**src/rtl/alarm_display_scan.sv**
```systemverilog
// alarm_display_scan
//   Drives a multiplexed 6-digit common-anode 7-segment display (HH.MM.SS)
//   from the alarm clock core's BCD time digits.
//   - One digit is lit per slot of SCAN_DIV clocks, scanning index 0..5.
//   - All six digits are snapshotted into shadow registers once per frame,
//     so a frame never mixes old and new time values.
//   - Codes above 9 are blanked. With LZB=1, a zero hour-tens digit is blanked.
//   - While Alarm is high, the display alternates between BLINK_FRAMES visible
//     frames and BLINK_FRAMES fully blanked frames.
// Ports
//   clk     : single clock for all logic
//   reset   : asynchronous, active-low reset
//   H_out1  : hour tens (2-bit BCD)
//   H_out0, M_out1, M_out0, S_out1, S_out0 : remaining BCD digits
//   Alarm   : alarm ringing, enables flashing
//   AL_ON   : alarm armed, shown on the digit-0 decimal point
//   an      : anode enables, active-low one-hot, an[0]=S_out0 .. an[5]=H_out1
//   seg     : segments a..g on seg[6:0], active-low
//   dp      : decimal point, active-low
module alarm_display_scan #(
  parameter int SCAN_DIV     = 50000,
  parameter int BLINK_FRAMES = 50,
  parameter bit LZB          = 1'b1
) (
  input  logic       clk,
  input  logic       reset,
  input  logic [1:0] H_out1,
  input  logic [3:0] H_out0,
  input  logic [3:0] M_out1,
  input  logic [3:0] M_out0,
  input  logic [3:0] S_out1,
  input  logic [3:0] S_out0,
  input  logic       Alarm,
  input  logic       AL_ON,
  output logic [5:0] an,
  output logic [6:0] seg,
  output logic       dp
);

  localparam int PW = (SCAN_DIV > 1) ? $clog2(SCAN_DIV) : 1;
  localparam int FW = (BLINK_FRAMES > 1) ? $clog2(BLINK_FRAMES) : 1;
  localparam logic [PW-1:0] PRE_LAST = PW'(SCAN_DIV - 1);
  localparam logic [FW-1:0] FRM_LAST = FW'(BLINK_FRAMES - 1);

  logic [PW-1:0] prescaler_reg;
  logic [2:0]    index_reg;
  logic [FW-1:0] frame_reg;
  logic          blink_reg;
  logic [3:0]    shadow_reg [6];
  logic [3:0]    din [6];

  logic          tick;
  logic          frame_end;
  logic [3:0]    digit;
  logic [5:0]    an_next;
  logic [6:0]    seg_next;
  logic          dp_next;

  // Input digits in scan order; hour tens is widened to a full BCD nibble.
  assign din[0] = S_out0;
  assign din[1] = S_out1;
  assign din[2] = M_out0;
  assign din[3] = M_out1;
  assign din[4] = H_out0;
  assign din[5] = {2'b00, H_out1};

  assign tick      = (prescaler_reg == PRE_LAST);
  assign frame_end = tick && (index_reg == 3'd5);

  function automatic logic [6:0] decode(input logic [3:0] d);
    case (d)
      4'd0:    decode = 7'b0000001;
      4'd1:    decode = 7'b1001111;
      4'd2:    decode = 7'b0010010;
      4'd3:    decode = 7'b0000110;
      4'd4:    decode = 7'b1001100;
      4'd5:    decode = 7'b0100100;
      4'd6:    decode = 7'b0100000;
      4'd7:    decode = 7'b0001111;
      4'd8:    decode = 7'b0000000;
      4'd9:    decode = 7'b0000100;
      default: decode = 7'b1111111;
    endcase
  endfunction

  // Slot timing: prescaler sets the slot length, index selects the digit.
  always_ff @(posedge clk or negedge reset) begin
    if (!reset) begin
      prescaler_reg <= '0;
      index_reg     <= '0;
    end else begin
      if (tick) begin
        prescaler_reg <= '0;
        index_reg     <= (index_reg == 3'd5) ? 3'd0 : index_reg + 3'd1;
      end else begin
        prescaler_reg <= prescaler_reg + PW'(1);
      end
    end
  end

  // Frame snapshot of all six digits.
  always_ff @(posedge clk or negedge reset) begin
    if (!reset) begin
      for (int i = 0; i < 6; i++) shadow_reg[i] <= '0;
    end else if (frame_end) begin
      for (int i = 0; i < 6; i++) shadow_reg[i] <= din[i];
    end
  end

  // Blink timing only runs while the alarm rings; holding it at zero otherwise
  // guarantees every flash sequence opens with a visible phase.
  always_ff @(posedge clk or negedge reset) begin
    if (!reset) begin
      frame_reg <= '0;
      blink_reg <= 1'b0;
    end else if (!Alarm) begin
      frame_reg <= '0;
      blink_reg <= 1'b0;
    end else if (frame_end) begin
      if (frame_reg == FRM_LAST) begin
        frame_reg <= '0;
        blink_reg <= ~blink_reg;
      end else begin
        frame_reg <= frame_reg + FW'(1);
      end
    end
  end

  always_comb begin
    digit    = shadow_reg[index_reg];
    seg_next = decode(digit);
    an_next  = ~(6'b000001 << index_reg);
    if (LZB && (index_reg == 3'd5) && (shadow_reg[5] == 4'd0)) begin
      seg_next = 7'b1111111;
    end
    case (index_reg)
      3'd0:       dp_next = ~AL_ON;
      3'd2, 3'd4: dp_next = 1'b0;
      default:    dp_next = 1'b1;
    endcase
    if (Alarm && blink_reg) begin
      an_next  = 6'b111111;
      seg_next = 7'b1111111;
      dp_next  = 1'b1;
    end
  end

  // Registered outputs keep input-to-pin paths out of the display drivers.
  always_ff @(posedge clk or negedge reset) begin
    if (!reset) begin
      an  <= 6'b111111;
      seg <= 7'b1111111;
      dp  <= 1'b1;
    end else begin
      an  <= an_next;
      seg <= seg_next;
      dp  <= dp_next;
    end
  end

endmodule
```
**config.mk**
```make
export PLATFORM = sky130hd
export DESIGN_NAME = alarm_display_scan
export DESIGN_NICKNAME = d
export VERILOG_FILES = /design/src/rtl/alarm_display_scan.sv
export SDC_FILE = /design/constraint.sdc
export NUM_CORES = 1
export LEC_CHECK = 0
export BUFFER_PORTS_ARGS = -buffer_cell sky130_fd_sc_hd__buf_2
export CAP_MARGIN = 40
export CORE_ASPECT_RATIO = 0.7
export CORE_MARGIN = 3
export CORE_UTILIZATION = 40
export CTS_CLUSTER_DIAMETER = 60
export CTS_CLUSTER_SIZE = 20
export DETAILED_ROUTE_END_ITERATION = 12
export HOLD_SLACK_MARGIN = 0.05
export RECOVER_POWER = 100
export SLEW_MARGIN = 20
export SYNTH_ARGS = -nofsm -noshare
export SYNTH_HDL_FRONTEND = slang
export SYNTH_SLANG_ARGS = --single-unit
```
**constraint.sdc**
```tcl
create_clock -name clk -period 6.1 [get_ports clk]
set_input_delay 1.22 -clock clk [delete_from_list [all_inputs] [get_ports clk]]
set_output_delay 1.22 -clock clk [all_outputs]
set_load 0.02 [all_outputs]
```
* Yosys cells after proc, flatten, opt, wreduce, memory -nomap -nowiden
Memory sizes are Yosys's and may differ from the RTL's.
Index checks and enable logic that the tools add are counted.
** Storage, ports and cells
- Output and inout bits :: 14
- Input bits :: 26
- Memories :: 1
- Bits in read-only memories :: 112
- Logic and storage cells :: 53
- Flip-flop bits (word level) :: 62
** Cells by class
- Shift operators :: 1
- $lt $le $gt $ge :: 1
- Reduce and logical (&&, ||, !) cells :: 7
- Equality and inequality tests :: 7
- $add $sub $neg :: 3
- Muxes and demuxes :: 16
- Bitwise logic cells :: 4
** Memory list
- (no name shown) :: words 16, width 7, read ports 1, clocked after memory_dff 0, write ports 0, line 71 : case (d)
** Operators with widths (number)
- 6-bit 2-to-1 mux :: 4
- 16-bit by 1-bit adder with 16-bit output (second input constant) :: 1
- 16-bit == test (second input constant) :: 1
- 16-bit 2-to-1 mux :: 1
- 7-bit 2-to-1 mux :: 2
- 4-bit binary-select mux with 3-bit select :: 1
- 4-bit 2-to-1 mux :: 2
- 6-bit by 1-bit adder with 6-bit output (second input constant) :: 1
- 3-bit == test (second input constant) :: 2
- 6-bit == test (second input constant) :: 1
- 6-bit inverter :: 1
- 1-bit by 3-bit left shift with 6-bit output (first input constant) :: 1
- 4-bit >= comparator (second input constant) :: 1
- 4-bit logical NOT :: 1
- 1-bit 2-to-1 mux :: 4
- 2-bit by 1-bit != test with 1-bit output (second input constant) :: 2
- 3-bit inverter with 4-bit output :: 1
- 3-bit by 1-bit adder with 3-bit output (second input constant) :: 1
- 3-bit by 2-bit == test with 1-bit output (second input constant) :: 1
- 1-bit logical AND :: 3
- 3-bit logical NOT :: 1
- 3-bit 2-to-1 mux :: 1
- 1-bit inverter :: 2
- 1-bit case mux with 2 select lines :: 1
- 2 further kinds :: 2

* Longest topological paths before layout
Gate-level depths: netlist of run 1.
An unclocked memory read counts as a cell.
- Word-level depth :: 7
- Depth in mapped cells :: 9
- Gate-level depth less buffers :: 7

* Least setup slack after synthesis of run 1
OpenSTA, ideal clock, no wires.
- Kind :: flip-flop to flip-flop
- Start point :: register index_reg[1]
- End point :: register seg[2]
- Required time :: 6.027 ns
- Path buffers :: 2
- Slack :: 3.797 ns
- Cell stages (with the launch flop) :: 10
- Setup time :: 0.073 ns
- Data arrival time :: 2.230 ns
- Path through :: dfrtp_1 > clkbuf_1 > buf_1 > mux2i_1 > o22ai_1 > a21oi_1 > inv_1 > ha_1 > mux2_2 > a21oi_1
** Between the ends
- Word-level cells in the longest chain between the ends :: 7
** RTL lines
- start: declaration :: line 46 : logic [2:0] index_reg;
- start signal: assignment :: line 94 : index_reg <= (index_reg == 3'd5) ? 3'd0 : index_reg + 3'd1;
- 3-bit inverter with 4-bit output (implied by the code) :: line 130 : digit = shadow_reg[index_reg];
- 4-bit binary-select mux with 3-bit select :: line 130
- 4-bit 2-to-1 mux (implied by the code) (2 in a row) :: line 130
- memory 16 x 7 bit
- 7-bit 2-to-1 mux (*) :: line 133 : if (LZB && (index_reg == 3'd5) && (shadow_reg[5] == 4'd0)) begin
- 7-bit 2-to-1 mux (*) :: line 141 : if (Alarm && blink_reg) begin
- named net seg_next[2] :: line 56 : logic [6:0] seg_next;
- end signal: assignment :: line 156 : seg <= seg_next;
- end: declaration :: line 36 : output logic [6:0] seg,
Mark *: on every way through the listed nets, which the timed path passes. The rest lies on a longest branch. The select of a mux whose other input is x is not followed.
A chain may end at the register's enable or synchronous reset.

* Final worst setup path of run 1
- Start point :: register prescaler_reg[5]
- End point :: register shadow_reg[6] (netlist name)
** Between the ends
- Word-level cells in the longest chain between the ends :: 2
** RTL lines
- start: declaration :: line 45 : logic [PW-1:0] prescaler_reg;
- start signal: assignment :: line 96 : prescaler_reg <= prescaler_reg + PW'(1);
- 16-bit == test :: line 67 : assign tick = (prescaler_reg == PRE_LAST);
- 1-bit logical AND :: line 68 : assign frame_end = tick && (index_reg == 3'd5);
- end: declaration :: line 49 : logic [3:0] shadow_reg [6];
No other way between the ends.

==> reports/qor.json, run 1 <==
{
  "synth_flop_cell": {"value": "sky130_fd_sc_hd__dfrtp_1"},
  "cts-root-to-sink-buffers": {"value": 2},
  "critical_path_class": {"value": "reg2reg"},
  "synth.net_count": {"value": 295},
  "holdPathStages": {"value": 1},
  "pwr_density_cell": {"value": 242, "unit": "nW/um^2"},
  "unrepaired_setup_endpoints_after_global_routing": {"value": "false"},
  "synth.top_cell.area_share": {"value": 40.2, "unit": "%"},
  "synth-warning-count": {"value": 0},
  "synth-edff-count": {"value": 0},
  "number_of_antenna_violations_at_the_first_check_in_global_routing": {"value": 0},
  "r2r_end": {"value": "shadow_reg[6]"},
  "reg2regPathDepth": {"value": 5},
  "end_kind": {"value": "flop"},
  "setup_viol": {"value": 0},
  "cts_setup_buffers": {"value": 0},
  "slew_viols_final": {"value": 17},
  "fin_setup_tns": {"value": 0, "unit": "ns"},
  "areaGrowthSynthToFinish": {"value": 16.2, "unit": "%"},
  "synth.area.top_cells": {"value": "sky130_fd_sc_hd__dfrtp_1, sky130_fd_sc_hd__dfstp_2, sky130_fd_sc_hd__mux2_2, sky130_fd_sc_hd__mux2i_1, sky130_fd_sc_hd__ha_1"},
  "min-delay-path-class": {"value": "reg2reg"},
  "yosys_register_bits": {"value": 62},
  "grt_max_degree": {"value": 63},
  "layout.cells.most_common": {"value": "sky130_fd_sc_hd__dfrtp_1"},
  "grt_use_total": {"value": 14.9, "unit": "%"},
  "die_h": {"value": 78.3, "unit": "microns"},
  "drcViolationCount": {"value": 0},
  "timing.critical_path.max_delay_family": {"value": "simple AND/OR/NAND/NOR gates"},
  "initial_core_util": {"value": 42.8, "unit": "%"},
  "syn-mean-instance-area": {"value": 11.5, "unit": "sq um"},
  "global_route.overflow_total": {"value": 0},
  "cap_viol_max_count": {"value": 1},
  "worstPathArrival": {"value": 4.46, "unit": "ns"},
  "post-synth-top-area-cell": {"value": "sky130_fd_sc_hd__dfrtp_1"},
  "n_antenna_cell": {"value": 0},
  "dp_hpwl": {"value": 3.94, "unit": "mm"},
  "layout-drive-gt1-share": {"value": 26.5, "unit": "%"},
  "critical_path.reg2reg.startpoint": {"value": "prescaler_reg[5]"},
  "worst_path_largest_cell_delay": {"value": 1.79, "unit": "ns"},
  "timing.final.hold_violations": {"value": 0},
  "holdBufCountCts": {"value": 0},
  "portBuffers": {"value": 39},
  "power.ir.vdd_worst": {"value": 0.140, "unit": "mV"},
  "dieArea": {"value": 8550, "unit": "sq um"},
  "sequential_element_share_of_the_synthesized_area": {"value": 52.6, "unit": "%"},
  "cp_max_fo": {"value": 16},
  "worstPathRequired": {"value": 6.32, "unit": "ns"},
  "timing.critical_path.slowest_stage_cell": {"value": "sky130_fd_sc_hd__nor4_1"},
  "die_width": {"value": 109, "unit": "microns"},
  "top_level_ports": {"value": 40},
  "cts.sinks": {"value": 62},
  "firstDrtPassIters": {"value": 4},
  "timing.hold.worst_endpoint": {"value": "frame_reg[4]"},
  "coreArea": {"value": 6980, "unit": "sq um"},
  "drt-vias-per-instance": {"value": 4.97},
  "nets": {"value": 340},
  "detailedRoute.firstIterationViolations": {"value": 71},
  "count_of_unique_library_cells_instantiated_by_yosys": {"value": 42},
  "worstPathCellList": {"value": "or4b_2 > nor4_1 > and2_1 > buf_8 > mux2_2"},
  "worst_clock_skew": {"value": 0.00853, "unit": "ns"},
  "post_cts_resized": {"value": 0},
  "detail_route.wl_per_cell": {"value": 14.2, "unit": "microns"},
  "sum_of_buffers_and_inverters_on_the_critical_path": {"value": 1},
  "clkSlewWorstSetupHoldPaths": {"value": 0.07, "unit": "ns"},
  "postRouteWirelength": {"value": 5.72, "unit": "mm"},
  "gp_congestion": {"value": 0.780},
  "route.vias.total": {"value": 2004},
  "mostFrequentLayoutCells": {"value": "sky130_fd_sc_hd__dfrtp_1, sky130_fd_sc_hd__mux2_2, sky130_fd_sc_hd__buf_2"},
  "grt_first_pass_wirelength": {"value": 9.65, "unit": "mm"},
  "worst_pin_slew": {"value": 2.23, "unit": "ns"},
  "worstSetupPathDepth": {"value": 5},
  "timing.fmax": {"value": 236, "unit": "MHz"},
  "violations_in_the_final_reports": {"value": "max-capacitance violations, max-slew violations"},
  "tritoncts": {"value": "done"},
  "min_period_over_period": {"value": 69.4, "unit": "%"},
  "result_of_the_run": {"value": "finished, violations left"},
  "clock_tree.htree_level_count": {"value": 3},
  "dp.cells": {"value": 386},
  "final-instance-count-excl-fill": {"value": 403},
  "postLayoutCoreUtil": {"value": 49.7, "unit": "%"},
  "clock-root-buffer": {"value": "sky130_fd_sc_hd__clkbuf_8"},
  "ant_nets": {"value": 0},
  "first_global_vias": {"value": 1920},
  "timing.hold.worst.start": {"value": "frame_reg[4]"},
  "power.static_leakage": {"value": 0.00161, "unit": "uW"},
  "post_synth_inst_count": {"value": 259},
  "critPathLaunchType": {"value": "flop"},
  "fillCellCount": {"value": 629},
  "clock_latency": {"value": 0.34, "unit": "ns"},
  "mappedNetlistArea": {"value": 2990, "unit": "sq um"},
  "number_of_flip_flops_in_the_largest_register": {"value": 22},
  "cts_buffers": {"value": 9},
  "fp-row-count": {"value": 25},
  "layout_min_cycle_time": {"value": 4.24, "unit": "ns"},
  "slew_headroom": {"value": -49.8, "unit": "%"},
  "regToRegSetupSlack": {"value": 1.86, "unit": "ns"},
  "crit_path_start": {"value": "prescaler_reg[5]"},
  "async_reset_ff_share": {"value": 100, "unit": "%"}
}
[cell families (layout without fill, tap and decap cells)]
family / after synthesis / after routing / synth area share, %
and+or+nand+nor: 80 / 80 / 14.2
DFF: 62 / 62 / 52.6
xor gates and xnor gates: 16 / 16 / 4.69
buffers and inverters: 18 / 68 / 3.14
adders and majority gates: 10 / 10 / 4.19
AOI/OAI and AO/OA: 34 / 34 / 7.04
muxes: 39 / 39 / 14.2
[layout make-up]
cell class                 instances  area (sq um)  share of cell area, %
timing repair buffer              43           230                   6.64
multi-input combinational        179          1300                   37.6
clock inverter                     4          70.1                   2.02
clock buffer                      12           145                   4.18
tap                               94           118                   3.39
sequential                        62          1570                   45.2
inverter                           9          33.8                  0.974
[report_power, final]
part | leakage, uW | internal, uW | switching [uW]
sequential | 0.000800 | 414 | 2.44
clock | 0.000110 | 240 | 157
combinational | 0.000704 | 10.2 | 14.9
total | 0.00161 | 664 | 174
[worst max-delay path by stage]
| stage | endpoint | slack [ns] |
|---|---|---|
| after detailed placement | shadow_reg[6] | 3.06 |
| after global routing | shadow_reg[16] | 1.51 |
| final | shadow_reg[6] | 1.86 |
| after CTS | shadow_reg[6] | 3.04 |
| after floorplan | seg[2] | 3.80 |
| after global placement | shadow_reg[22] | 2.83 |
[Yosys cell counts (all sizes together), types with 2 or more instances]
cell    count
inv         9
o22ai       2
buf         4
o21bai      2
ha         10
nor3        2
a21oi      12
nor2b       2
and3        4
nand2b      2
dfstp      14
or4bb       2
xnor2       7
o31ai       3
dfrtp      48
or3         2
nand3b      2
o21ai       8
mux2i      13
mux2       26
nand3      11
nand2      23
and2        3
and4        3
nor2       19
xor2        9
nor4        2
clkbuf      5
[metal layers]
layer | global-route usage, % | wire (microns)
met1 | 22.7 | 3120
met2 | 18.9 | 2230
met3 | 5.92 | 316
met4 | 4.86 | 56
met5 | 0 | 0
[per-stage QoR]
step | instance area (sq um) | total power, uW | hold WS (ns) | worst slack (ns)
2_1_floorplan | 2990 | 429 | 0.446 | 3.80
3_3_place_gp | 3250 | 448 | 0.470 | 2.83
3_5_place_dp | 3270 | 448 | 0.474 | 3.06
4_1_cts | 3480 | 850 | 0.485 | 3.04
5_1_grt | 3470 | 881 | 0.510 | 1.51
6_report | 3470 | 839 | 0.483 | 1.86
(Power assumes the default switching activity.)
==> inputs of run 2 (changes only) <==
==> constraint.sdc (replaced) <==
create_clock -name clk -period 4.27 [get_ports clk]
set_input_delay 0.854 -clock clk [delete_from_list [all_inputs] [get_ports clk]]
set_output_delay 0.854 -clock clk [all_outputs]
set_load 0.02 [all_outputs]
==> run 2 against run 1 <==
Effect of this change:
- the flow now finishes without violations
- die area is the same
- via count grew 0.20%
- core utilization grew 0.054 points
- clock skew grew 0.00090 ns
- cell count grew 0.25%
- register-to-register slack lost 0.63 ns
- routed wire length shrank 0.98%
- total power grew 43%
- critical endpoint is now shadow_reg[16]
==> reports/qor.json, run 2 (synthesis results as in run 1) <==
{
  "initial_core_util": {"value": 42.8, "unit": "%", "change": "unchanged"},
  "clock_tree.htree_level_count": {"value": 3, "change": "unchanged"},
  "top_level_ports": {"value": 40, "change": "unchanged"},
  "fillCellCount": {"value": 656, "change": "+4.3%"},
  "postLayoutCoreUtil": {"value": 49.8, "unit": "%", "change": "+0.054 points"},
  "drt-vias-per-instance": {"value": 4.97, "change": "about the same"},
  "critical_path_class": {"value": "reg2reg"},
  "post-route-cell-area": {"value": 3470, "unit": "sq um", "change": "+0.11%"},
  "areaGrowthSynthToFinish": {"value": 16.3, "unit": "%"},
  "die_width": {"value": 109, "unit": "microns", "change": "unchanged"},
  "grt_max_degree": {"value": 63, "change": "unchanged"},
  "coreArea": {"value": 6980, "unit": "sq um", "change": "unchanged"},
  "holdBufCountCts": {"value": 0, "change": "unchanged"},
  "worst_clock_skew": {"value": 0.00944, "unit": "ns", "change": "+0.000904 ns"},
  "die_h": {"value": 78.3, "unit": "microns", "change": "unchanged"},
  "clock_latency": {"value": 0.35, "unit": "ns", "change": "about the same"},
  "clkSlewWorstSetupHoldPaths": {"value": 0.07, "unit": "ns", "change": "about the same"},
  "setup_viol": {"value": 0, "change": "unchanged"},
  "power.ir.vdd_worst": {"value": 0.129, "unit": "mV", "change": "-7.3%"},
  "dp_hpwl": {"value": 3.96, "unit": "mm", "change": "+0.44%"},
  "cts_setup_buffers": {"value": 0, "change": "unchanged"},
  "timing.critical_path.slowest_stage_cell": {"value": "sky130_fd_sc_hd__or4b_2"},
  "holdWs": {"value": 0.456, "unit": "ns", "change": "-0.0262 ns"},
  "cp_max_fo": {"value": 27, "change": "+11"},
  "critPathLaunchType": {"value": "flop"},
  "n_antenna_cell": {"value": 0, "change": "unchanged"},
  "unrepaired_setup_endpoints_after_global_routing": {"value": "false"},
  "route.vias.total": {"value": 2008, "change": "+0.20%"},
  "fp-row-count": {"value": 25, "change": "unchanged"},
  "layout.cells.most_common": {"value": "sky130_fd_sc_hd__dfrtp_1"},
  "cts-root-to-sink-buffers": {"value": 2, "change": "unchanged"},
  "global_route.overflow_total": {"value": 0, "change": "unchanged"},
  "grt_first_pass_wirelength": {"value": 9.43, "unit": "mm", "change": "-2.4%"},
  "power.static_leakage": {"value": 0.00161, "unit": "uW", "change": "-0.28%"},
  "worst_pin_slew": {"value": 0.721, "unit": "ns", "change": "-1.51 ns"},
  "min-delay-path-class": {"value": "in2async"},
  "worstPathRequired": {"value": 4.50, "unit": "ns", "change": "-1.82 ns"},
  "first_global_vias": {"value": 1884, "change": "-1.9%"},
  "firstDrtPassIters": {"value": 4, "change": "unchanged"},
  "postRouteWirelength": {"value": 5.66, "unit": "mm", "change": "-0.98%"},
  "end_kind": {"value": "flop"},
  "worstPathCellList": {"value": "or4b_2 > nor4_1 > clkbuf_1 > and2_0 > buf_4 > mux2_2"},
  "timing.final.hold_violations": {"value": 0, "change": "unchanged"},
  "slew_headroom": {"value": 51.3, "unit": "%", "change": "+100 points"},
  "fin_setup_tns": {"value": 0, "unit": "ns", "change": "unchanged"},
  "slew_viols_final": {"value": 0, "change": "-17"},
  "postLayoutSetupSlackWorst": {"value": 1.23, "unit": "ns", "change": "-0.632 ns"},
  "gp_congestion": {"value": 0.772, "change": "-0.94%"},
  "min_period_over_period": {"value": 71.1, "unit": "%", "change": "+1.7 points"},
  "layout_min_cycle_time": {"value": 3.04, "unit": "ns", "change": "-1.20 ns"},
  "ant_nets": {"value": 0, "change": "unchanged"},
  "clock-root-buffer": {"value": "sky130_fd_sc_hd__clkbuf_8"},
  "detail_route.wl_per_cell": {"value": 14.0, "unit": "microns", "change": "-1.2%"},
  "number_of_antenna_violations_at_the_first_check_in_global_routing": {"value": 0, "change": "unchanged"},
  "placed_cell_area": {"value": 3270, "unit": "sq um", "change": "unchanged"},
  "dieArea": {"value": 8550, "unit": "sq um", "change": "unchanged"},
  "cap_viol_max_count": {"value": 0, "change": "-1"},
  "pre_cts_slack": {"value": 1.75, "unit": "ns", "change": "-1.31 ns"},
  "regToRegSetupSlack": {"value": 1.23, "unit": "ns", "change": "-0.63 ns"},
  "portBuffers": {"value": 39, "change": "unchanged"},
  "result_of_the_run": {"value": "finished clean"},
  "mostFrequentLayoutCells": {"value": "sky130_fd_sc_hd__dfrtp_1, sky130_fd_sc_hd__mux2_2, sky130_fd_sc_hd__buf_2"},
  "number_of_flip_flops_in_the_largest_register": {"value": 22, "change": "unchanged"},
  "worst_path_largest_cell_delay": {"value": 0.68, "unit": "ns", "change": "-1.11 ns"},
  "drcViolationCount": {"value": 0, "change": "unchanged"},
  "nets": {"value": 341, "change": "+0.29%"},
  "tritoncts": {"value": "done"},
  "timing.fmax": {"value": 329, "unit": "MHz", "change": "+39%"},
  "post_cts_resized": {"value": 0, "change": "unchanged"},
  "grt_use_total": {"value": 14.6, "unit": "%", "change": "-0.33 points"},
  "cts_buffers": {"value": 9, "change": "unchanged"},
  "r2r_end": {"value": "shadow_reg[16]"},
  "layout-drive-gt1-share": {"value": 27.1, "unit": "%", "change": "+0.56 points"},
  "critical_path.reg2reg.startpoint": {"value": "prescaler_reg[5]"},
  "pwr_density_cell": {"value": 345, "unit": "nW/um^2", "change": "+43%"},
  "worstPathArrival": {"value": 3.27, "unit": "ns", "change": "-1.19 ns"},
  "reg2regPathDepth": {"value": 6, "change": "+1"},
  "cts.sinks": {"value": 62, "change": "unchanged"},
  "detailedRoute.firstIterationViolations": {"value": 137, "change": "+93%"}
}
==> run 2: changes by cell type in the layout (fill, tap and decap cells not counted), sizes merged <==
| cell | before | now |
|---|---|---|
| clkinvlp | 0 | 1 |
| clkinv | 2 | 4 |
| clkbuf | 28 | 26 |
==> run 2: layout make-up <==
cell class / instances / area (sq um) / share of cell area, %
Clock buffer: 9 / 124 / 3.57
Clock inverter: 7 / 98.8 / 2.85
Inverter: 9 / 33.8 / 0.973
Multi-Input combinational cell: 179 / 1300 / 37.5
Sequential cell: 62 / 1570 / 45.2
Tap cell: 94 / 118 / 3.39
Timing Repair Buffer: 44 / 226 / 6.52
==> run 2: worst max path at each step <==
stage / start / to / slack, ns / cells past startpoint
2_1_floorplan: index_reg[1] / seg[2] / 1.97 / 9
3_3_place_gp: prescaler_reg[5] / shadow_reg[8] / 1.79 / 6
3_5_place_dp: index_reg[1] / seg[2] / 1.75 / 6
4_1_cts: index_reg[1] / seg[2] / 1.73 / 6
5_1_grt: prescaler_reg[5] / frame_reg[5] / 0.97 / 7
6_report: prescaler_reg[5] / shadow_reg[16] / 1.23 / 6
==> run 2: stage by stage <==
| stage | std cells | power [uW] |
|---|---|---|
| final | 404 | 1200 |
| after global routing | 404 | 1250 |
| after CTS | 403 | 1220 |
| after detailed placement | 387 | 640 |
| after global placement | 387 | 640 |
| after floorplan | 259 | 613 |
==> run 2: worst max-delay path: cells and delay by family, from the launching register on <==
kind,cells,cell delay [ns]
buf+inv,2,0.91
simple gates,3,1.20
flops,1,0.42
mux,1,0.38
==> run 2: power breakdown <==
part | switching (uW) | internal, uW
Clock | 237 | 330
Combinational | 21.1 | 14.6
Sequential | 3.21 | 591
Total | 262 | 936
==> run 2: layer usage <==
layer	routed length [microns]	up-vias	global-route usage (%)
met2	2100	51	17.2
met3	310	15	4.52
li1	-	995	-
met4	126	0	6.72
met1	3130	947	23.2
met5	0	-	0
